File: src/rtl/complex_addsub_pipe_pkg.sv
// Shared types and constants for the complex add/sub pipeline.
// Mode encodings and {real, imag} field positions.
package complex_addsub_pipe_pkg;

  localparam logic [1:0] MODE_WRAP  = 2'd0;
  localparam logic [1:0] MODE_SAT   = 2'd1;
  localparam logic [1:0] MODE_SCALE = 2'd2;

  // Field index within a packed operand; field i is [i*W +: W].
  localparam int RE_POS = 1;
  localparam int IM_POS = 0;

endpackage

File: src/rtl/complex_addsub_comp.sv
// Single-component signed add/sub with wrap, saturate or halve.
// Purely combinational; one instance per complex component.
module complex_addsub_comp
  import complex_addsub_pipe_pkg::*;
#(
  parameter int W = 11
) (
  input  logic [W-1:0] a,
  input  logic [W-1:0] b,
  input  logic         sub,
  input  logic [1:0]   mode,
  output logic [W-1:0] y,
  output logic         ovf
);

  logic [W:0] ea;
  logic [W:0] eb;
  logic [W:0] s;

  assign ea  = {a[W-1], a};
  assign eb  = {b[W-1], b};
  assign s   = sub ? (ea - eb) : (ea + eb);
  assign ovf = s[W] ^ s[W-1];

  // The reserved mode falls through to wrap.
  always_comb begin
    y = s[W-1:0];
    unique case (1'b1)
      (mode == MODE_SAT) && ovf:
        y = s[W] ? {1'b1, {(W-1){1'b0}}}
                 : {1'b0, {(W-1){1'b1}}};
      (mode == MODE_SCALE):
        y = s[W:1];
      default: ;
    endcase
  end

endmodule

File: src/rtl/complex_addsub_pipe.sv
// Two-stage valid/ready pipeline computing complex A +/- B.
// Per-beat overflow handling and a saturating overflow counter.
module complex_addsub_pipe
  import complex_addsub_pipe_pkg::*;
#(
  parameter int W     = 11,
  parameter int CNT_W = 16
) (
  input  logic             clk,
  input  logic             rst_n,
  input  logic             in_valid,
  output logic             in_ready,
  input  logic [2*W-1:0]   A,
  input  logic [2*W-1:0]   B,
  input  logic             sub,
  input  logic [1:0]       mode,
  output logic             out_valid,
  input  logic             out_ready,
  output logic [2*W-1:0]   Y,
  output logic             ovf,
  output logic [CNT_W-1:0] ovf_cnt,
  input  logic             cnt_clr
);

  logic [2*W-1:0] a_q;
  logic [2*W-1:0] b_q;
  logic           sub_q;
  logic [1:0]     mode_q;
  logic           v1;
  logic           v2;
  logic [2*W-1:0] y_q;
  logic           ovf_q;

  logic           s2_en;
  logic           in_xfer;
  logic           out_xfer;
  logic [W-1:0]   y_re;
  logic [W-1:0]   y_im;
  logic           ovf_re;
  logic           ovf_im;

  assign s2_en    = !v2 || out_ready;
  assign in_ready = !v1 || s2_en;
  assign in_xfer  = in_valid && in_ready;
  assign out_xfer = v2 && out_ready;

  complex_addsub_comp #(.W(W)) u_re (
    .a    (a_q[RE_POS*W +: W]),
    .b    (b_q[RE_POS*W +: W]),
    .sub  (sub_q),
    .mode (mode_q),
    .y    (y_re),
    .ovf  (ovf_re)
  );

  complex_addsub_comp #(.W(W)) u_im (
    .a    (a_q[IM_POS*W +: W]),
    .b    (b_q[IM_POS*W +: W]),
    .sub  (sub_q),
    .mode (mode_q),
    .y    (y_im),
    .ovf  (ovf_im)
  );

  always_ff @(posedge clk or negedge rst_n) begin
    if (!rst_n) begin
      v1     <= 1'b0;
      a_q    <= '0;
      b_q    <= '0;
      sub_q  <= 1'b0;
      mode_q <= MODE_WRAP;
    end else begin
      if (in_ready) v1 <= in_valid;
      if (in_xfer) begin
        a_q    <= A;
        b_q    <= B;
        sub_q  <= sub;
        mode_q <= mode;
      end
    end
  end

  always_ff @(posedge clk or negedge rst_n) begin
    if (!rst_n) begin
      v2    <= 1'b0;
      y_q   <= '0;
      ovf_q <= 1'b0;
    end else if (s2_en) begin
      v2 <= v1;
      if (v1) begin
        y_q   <= {y_re, y_im};
        ovf_q <= ovf_re || ovf_im;
      end
    end
  end

  always_ff @(posedge clk or negedge rst_n) begin
    if (!rst_n) begin
      ovf_cnt <= '0;
    end else if (cnt_clr) begin
      ovf_cnt <= '0;
    end else if (out_xfer && ovf_q && (ovf_cnt != '1)) begin
      ovf_cnt <= ovf_cnt + 1'b1;
    end
  end

  assign out_valid = v2;
  assign Y         = y_q;
  assign ovf       = ovf_q;

endmodule

File: config.mk
export PLATFORM = sky130hd
export DESIGN_NAME = complex_addsub_pipe
export DESIGN_NICKNAME = d
export VERILOG_FILES = /design/src/rtl/complex_addsub_pipe_pkg.sv /design/src/rtl/complex_addsub_comp.sv /design/src/rtl/complex_addsub_pipe.sv
export SDC_FILE = /design/constraint.sdc
export NUM_CORES = 1
export LEC_CHECK = 0
export BUFFER_PORTS_ARGS = -buffer_cell sky130_fd_sc_hd__clkbuf_2
export CORE_MARGIN = 2
export CORE_UTILIZATION = 35
export CTS_BUF_LIST = sky130_fd_sc_hd__clkbuf_8
export CTS_CLUSTER_SIZE = 24
export DETAILED_ROUTE_END_ITERATION = 6
export PLACE_DENSITY = 0.64
export SLEW_MARGIN = 20
export SYNTH_ARGS = -nofsm -noshare
export SYNTH_HDL_FRONTEND = slang
export SYNTH_SLANG_ARGS = --single-unit
File: constraint.sdc
create_clock -name clk -period 4.4 [get_ports clk]
set_input_delay 0.66 -clock clk [delete_from_list [all_inputs] [get_ports clk]]
set_output_delay 0.66 -clock clk [all_outputs]
set_load 0.01 [all_outputs]
# [Word-level counts from Yosys, hierarchy flattened]
# Cells that the tools add are included.
[word_totals] reg_bits=88 in_bits=52
[classes] addsub=5 n_eq_ne=3 n_mux=8 bitwise=2 n_reduce_logical=13
[op_table] op="11-bit case mux with 2 select lines" count=2
[op_table] op="16-bit two-way mux" count=2
[op_table] op="11-bit by 11-bit adder with 12-bit output" count=2
[op_table] op="12-bit two-way mux" count=2
[op_table] op="11-bit by 11-bit subtractor with 12-bit output" count=2
[op_table] op="11-bit two-way mux" count=2
[op_table] op="16-bit by 1-bit adder with 16-bit output (second input constant)" count=1
[op_table] op="16-bit != test (second input constant)" count=1
[op_table] op="1-bit logical AND" count=6
[op_table] op="1-bit logical OR" count=3
[op_table] op="2-bit by 1-bit == test with 1-bit output (second input constant)" count=1
[op_table] op="2-bit == test (second input constant)" count=1
[op_table] op="1-bit logical NOT" count=2
[op_table] op="2-bit AND reduction" count=1
[op_table] op="2-bit nonzero test" count=1
[op_table] op="1-bit bitwise XOR" count=2

# [Depth between registers and ports, before layout]
[depth] depth_word=5 mapped_depth=15 depth_no_buf=15

# [By module]
# A second synthesis with hierarchy kept.
[unflattened] cells_unflattened=543 hier_area_um2=5646.7
[by_module_without_submodules] mod="complex_addsub_pipe" instances=1 cells_per_inst=253 area_per_inst_um2=3548.4
[by_module_without_submodules] mod="complex_addsub_comp at u_re" instances=1 cells_per_inst=145 area_per_inst_um2=1061.0
[by_module_without_submodules] mod="complex_addsub_comp at u_im" instances=1 cells_per_inst=145 area_per_inst_um2=1037.2

# [Least setup slack after synthesis]
# OpenSTA, ideal clock, no wires.
[synth_path] path_kind="flip-flop to flip-flop" startpoint="register sub_q" endpoint="register y_q[11] (netlist: Y[11])" setup_ns=0.104 arrival_ns=3.169 required_ns=4.296 setup_slack_ns=1.128 stages_incl_launch_ff=14 period_less_slack_ns=3.272 cell_sequence="dfrtp_1 -> clkbuf_1 -> clkbuf_1 -> mux2_2 -> inv_1 -> ha_1 -> nor2b_1 -> o31a_1 -> o211ai_1 -> o21ai_1 -> xnor2_4 -> o31ai_2 -> o22ai_1 -> o41ai_2"
[synth_via] elab_chain_len=4 elab_cells_between_ends=5
[synth_rtl] item="start: declaration" line_no="complex_addsub_pipe.sv:27" rtl="logic sub_q;"
[synth_rtl] item="start signal: assignment" line_no="complex_addsub_pipe.sv:77" rtl="sub_q <= sub;"
[synth_rtl] item="12-bit two-way mux (*)" line_no="complex_addsub_comp.sv:22" rtl="assign s = sub ? (ea - eb) : (ea + eb);"
[synth_rtl] item="1-bit bitwise XOR" line_no="complex_addsub_comp.sv:23" rtl="assign ovf = s[W] ^ s[W-1];"
[synth_rtl] item="1-bit logical AND" line_no="complex_addsub_comp.sv:29" rtl="(mode == MODE_SAT) && ovf:"
[synth_rtl] item="11-bit case mux with 2 select lines (*)" line_no="complex_addsub_comp.sv:28" rtl="unique case (1'b1)"
[synth_rtl] item="end signal: assignment" line_no="complex_addsub_pipe.sv:91" rtl="y_q <= {y_re, y_im};"
[synth_rtl] item="end: declaration" line_no="complex_addsub_pipe.sv:31" rtl="logic [2*W-1:0] y_q;"
# Every way passes the cells marked *; elsewhere a longest branch is shown, timed or not.
# A chain may end at the register's enable or synchronous reset.

# [Final worst setup path]
[layout_path] startpoint="register b_q[2]" endpoint="register y_q[0] (netlist: Y[0])"
[layout_via] elab_chain_len=5 elab_cells_between_ends=7
[layout_rtl] item="start: declaration" line_no="complex_addsub_pipe.sv:26" rtl="logic [2*W-1:0] b_q;"
[layout_rtl] item="start signal: assignment" line_no="complex_addsub_pipe.sv:69" rtl="b_q <= '0;"
[layout_rtl] item="start signal: assignment" line_no="complex_addsub_pipe.sv:76" rtl="b_q <= B;"
[layout_rtl] item="11-bit by 11-bit adder with 12-bit output or 11-bit by 11-bit subtractor with 12-bit output (tied branches)" line_no="complex_addsub_comp.sv:22"
[layout_rtl] item="12-bit two-way mux (*)" line_no="complex_addsub_comp.sv:22"
[layout_rtl] item="1-bit bitwise XOR" line_no="complex_addsub_comp.sv:23"
[layout_rtl] item="1-bit logical AND" line_no="complex_addsub_comp.sv:29"
[layout_rtl] item="11-bit case mux with 2 select lines (*)" line_no="complex_addsub_comp.sv:28"
# Marks and branches as above.

==> results.json <==
{
  "status": "completed",
  "clock_latency_ns": 0.37,
  "hpwl_um": 9260,
  "cts_resized": 0,
  "fin_nets": 691,
  "setup_viol": 0,
  "drcViolationCount": 0,
  "grt_overflow_total": 0,
  "grt_pass1_wl_um": 20000,
  "layout_min_cycle_time_ns": 3.65,
  "finalHoldViolCount": 0,
  "post_cts_buffers": 0,
  "intPower_mw": 2.04,
  "worst_clock_skew_ns": 0.00396,
  "maxSlewViolCount": 0,
  "slew_headroom_pct": 47.2,
  "p_comb_share_pct": 48.2,
  "numCtsBuffers": 9,
  "ys_types": 53,
  "wirelength_um": 12000,
  "ys.warnings.count": 0,
  "synth.most_common_cell": "dfrtp_1",
  "drtIter0Drc": 240,
  "cp_max_fo": 8,
  "fmax_mhz": 274,
  "cts.sinks": 88,
  "synthArstFlopShare_pct": 100,
  "synth_cells": 526,
  "coreArea_um2": 14600,
  "track_usage_pct": 15.5,
  "avgSynthCellArea_um2": 10.1,
  "die_area_um2": 16100,
  "min_path_type": "in2async",
  "die_y_um": 127,
  "synth_top_area_cell": "dfrtp_1",
  "synth_edf_count": 0,
  "cts.path.max_buffers": 2,
  "switching_share_pct": 40.6,
  "power_leakage_nw": 2.73,
  "switchingPower_mw": 1.39,
  "fin_crit_sh_pct": 82.8,
  "gp_congestion": 0.816,
  "critical_path_arrival_ns": 3.92,
  "powerDensity_nw_per_um2": 556,
  "diodes": 0,
  "placed_area_um2": 5930,
  "cts_hold_buf": 0,
  "vias": 4170,
  "synth_area_leaders": "dfrtp_1 42%, mux2_2 10%, ha_1 5.9%",
  "ir_drop_mv": 0.265,
  "syn_area_um2": 5290,
  "clkSlewWorstSetupHoldPaths_ns": 0.09,
  "ctsRootBufferMaster": "clkbuf_8",
  "initial_core_util_pct": 36.1,
  "synth_ff_type": "dfrtp_1",
  "cts-htree-levels": 3,
  "hold-worst-slack_ns": 0.344,
  "cts_tree": "built",
  "yosys_register_bits": 88,
  "fin_area_um2": 6170,
  "synth-seq-area-share_pct": 41.6,
  "routed_via_density": 5.21,
  "worst_pin_slew_ns": 0.792,
  "cp-start-kind": "flip-flop",
  "setup-tns-final_ns": 0,
  "syn2layout_area_growth_pct": 16.5,
  "drive_gt1_share_pct": 28.8,
  "seqPwrFrac_pct": 33.0,
  "max-cap-violations": 0,
  "portBuffers": 92,
  "antenna_found_initial": 0,
  "rows": 44,
  "critPathKind": "reg2reg",
  "drt.antenna.violating_nets": 0,
  "die_x_um": 127,
  "ys_top_cells_by_count": "88 x dfrtp_1, 63 x nor2_1, 49 x mux2_2",
  "syn-num-nets": 605,
  "grt_setup_unrepaired": "false",
  "grt_max_degree": 63,
  "clock_power_share_pct": 18.8,
  "routedWlPerCell_um": 15.0,
  "crit_path_end_kind": "flip-flop",
  "detail_route.first_pass.iterations": 4,
  "cp.required_ns": 4.68,
  "synth_top_area_share_pct": 41.6,
  "pin_count": 93,
  "grt_pass1_vias": 4014
}
## cell type report
cell class                      instances  area [µm²]
Fill cell                            1436        8480
Multi-Input combinational cell        398        2950
Sequential cell                        88        2200
Timing Repair Buffer                   94         478
Tap cell                              184         230
Clock buffer                           10         138
Clock inverter                          6        90.1
Inverter                               21        78.8
## path summary, 6_finish.rpt
check	start	to	slack (ns)	cells after the start
setup / recovery	b_q[2]$_DFFE_PN0P_	Y[0]$_DFFE_PN0P_	0.75	13
hold / removal	rst_n	ovf_cnt[14]$_DFFE_PN0P_	0.34	1
setup reg to reg	b_q[2]$_DFFE_PN0P_	Y[0]$_DFFE_PN0P_	0.75	13
hold reg to reg	Y[10]$_DFFE_PN0P_	Y[10]$_DFFE_PN0P_	0.48	1
max in group asynchronous	rst_n	Y[16]$_DFFE_PN0P_	3.16	2
min in group clk	Y[10]$_DFFE_PN0P_	Y[10]$_DFFE_PN0P_	0.48	1
## per-stage QoR
stage          util [%]  setup slack (ns)  std cells  power [mW]
2_1_floorplan         -              1.13        526        2.34
4_1_cts            42.1             0.727        801        3.46
6_report           42.1             0.755        801        3.43
5_1_grt            42.1             0.437        801        3.68
3_3_place_gp       40.5             0.917        785        2.75
3_5_place_dp       40.5             0.761        785        2.80
## routing by layer
metal  track usage [%]  wire length [µm]  vias to the layer above  part of all wire (%)
met5                 0                 0                        -                     0
met4              3.94                83                        0                  0.69
met3              4.51               693                        6                   5.8
met2              24.1              5510                      119                    46
met1              21.4              5750                     1992                    48
li1                  -                 -                     2053                     -
## flip-flops by register name, summed over array words and instances (netlist names)
| signal | count |
|---|---|
| sub_q | 1 |
| b_q | 22 |
| mode_q | 2 |
| a_q | 22 |
| out_valid | 1 |
| Y | 22 |
| ovf_cnt | 16 |
| v1 | 1 |
| ovf | 1 |
## power by group through the flow
stage | clock [mW] | sequential, mW | combinational, mW
final | 0.645 | 1.13 | 1.65
after global routing | 0.698 | 1.16 | 1.83
after CTS | 0.666 | 1.13 | 1.66
after detailed placement | 0 | 1.15 | 1.65
after global placement | 0 | 1.14 | 1.61
after floorplan | 0 | 1.15 | 1.19
## worst max-delay path, cell delays in order (launching register included)
cell      delay [ns]
dfrtp_1         0.47
nor4_2          0.42
nand2_1         0.09
nor2_1          0.15
a21oi_1         0.11
xnor2_1         0.18
ha_1            0.41
nand3b_1        0.14
o21ai_0         0.08
a311o_1         0.30
a211oi_2        0.46
xor2_1          0.31
nor2_2          0.14
o41ai_2         0.30
## cell families after synthesis
| group | count (synthesis) | share of synthesized area (%) |
|---|---|---|
| AOI/OAI and AO/OA | 120 | 15.0 |
| DFF | 88 | 41.6 |
| and+or+nand+nor | 147 | 13.6 |
| xor gates and xnor gates | 51 | 9.08 |
| muxes | 53 | 11.2 |
| buffers and inverters | 40 | 2.84 |
| adders and majority gates | 27 | 6.67 |
## cell usage in the layout (no fill, tap or decap), drive strengths merged, types with 6 or more instances in the layout
master | Yosys | routed
inv | 21 | 23
nand2 | 23 | 23
nor2 | 64 | 64
a31oi | 8 | 8
o21ai | 22 | 22
nor2b | 6 | 6
o31ai | 7 | 7
dfrtp | 88 | 88
o22ai | 11 | 11
or3 | 11 | 11
o211ai | 9 | 9
nor3 | 11 | 11
mux2 | 49 | 49
a21oi | 40 | 40
xnor2 | 35 | 35
ha | 25 | 25
xor2 | 16 | 16
clkbuf | 18 | 101
Note: power is estimated with default switching activity, not from simulation.
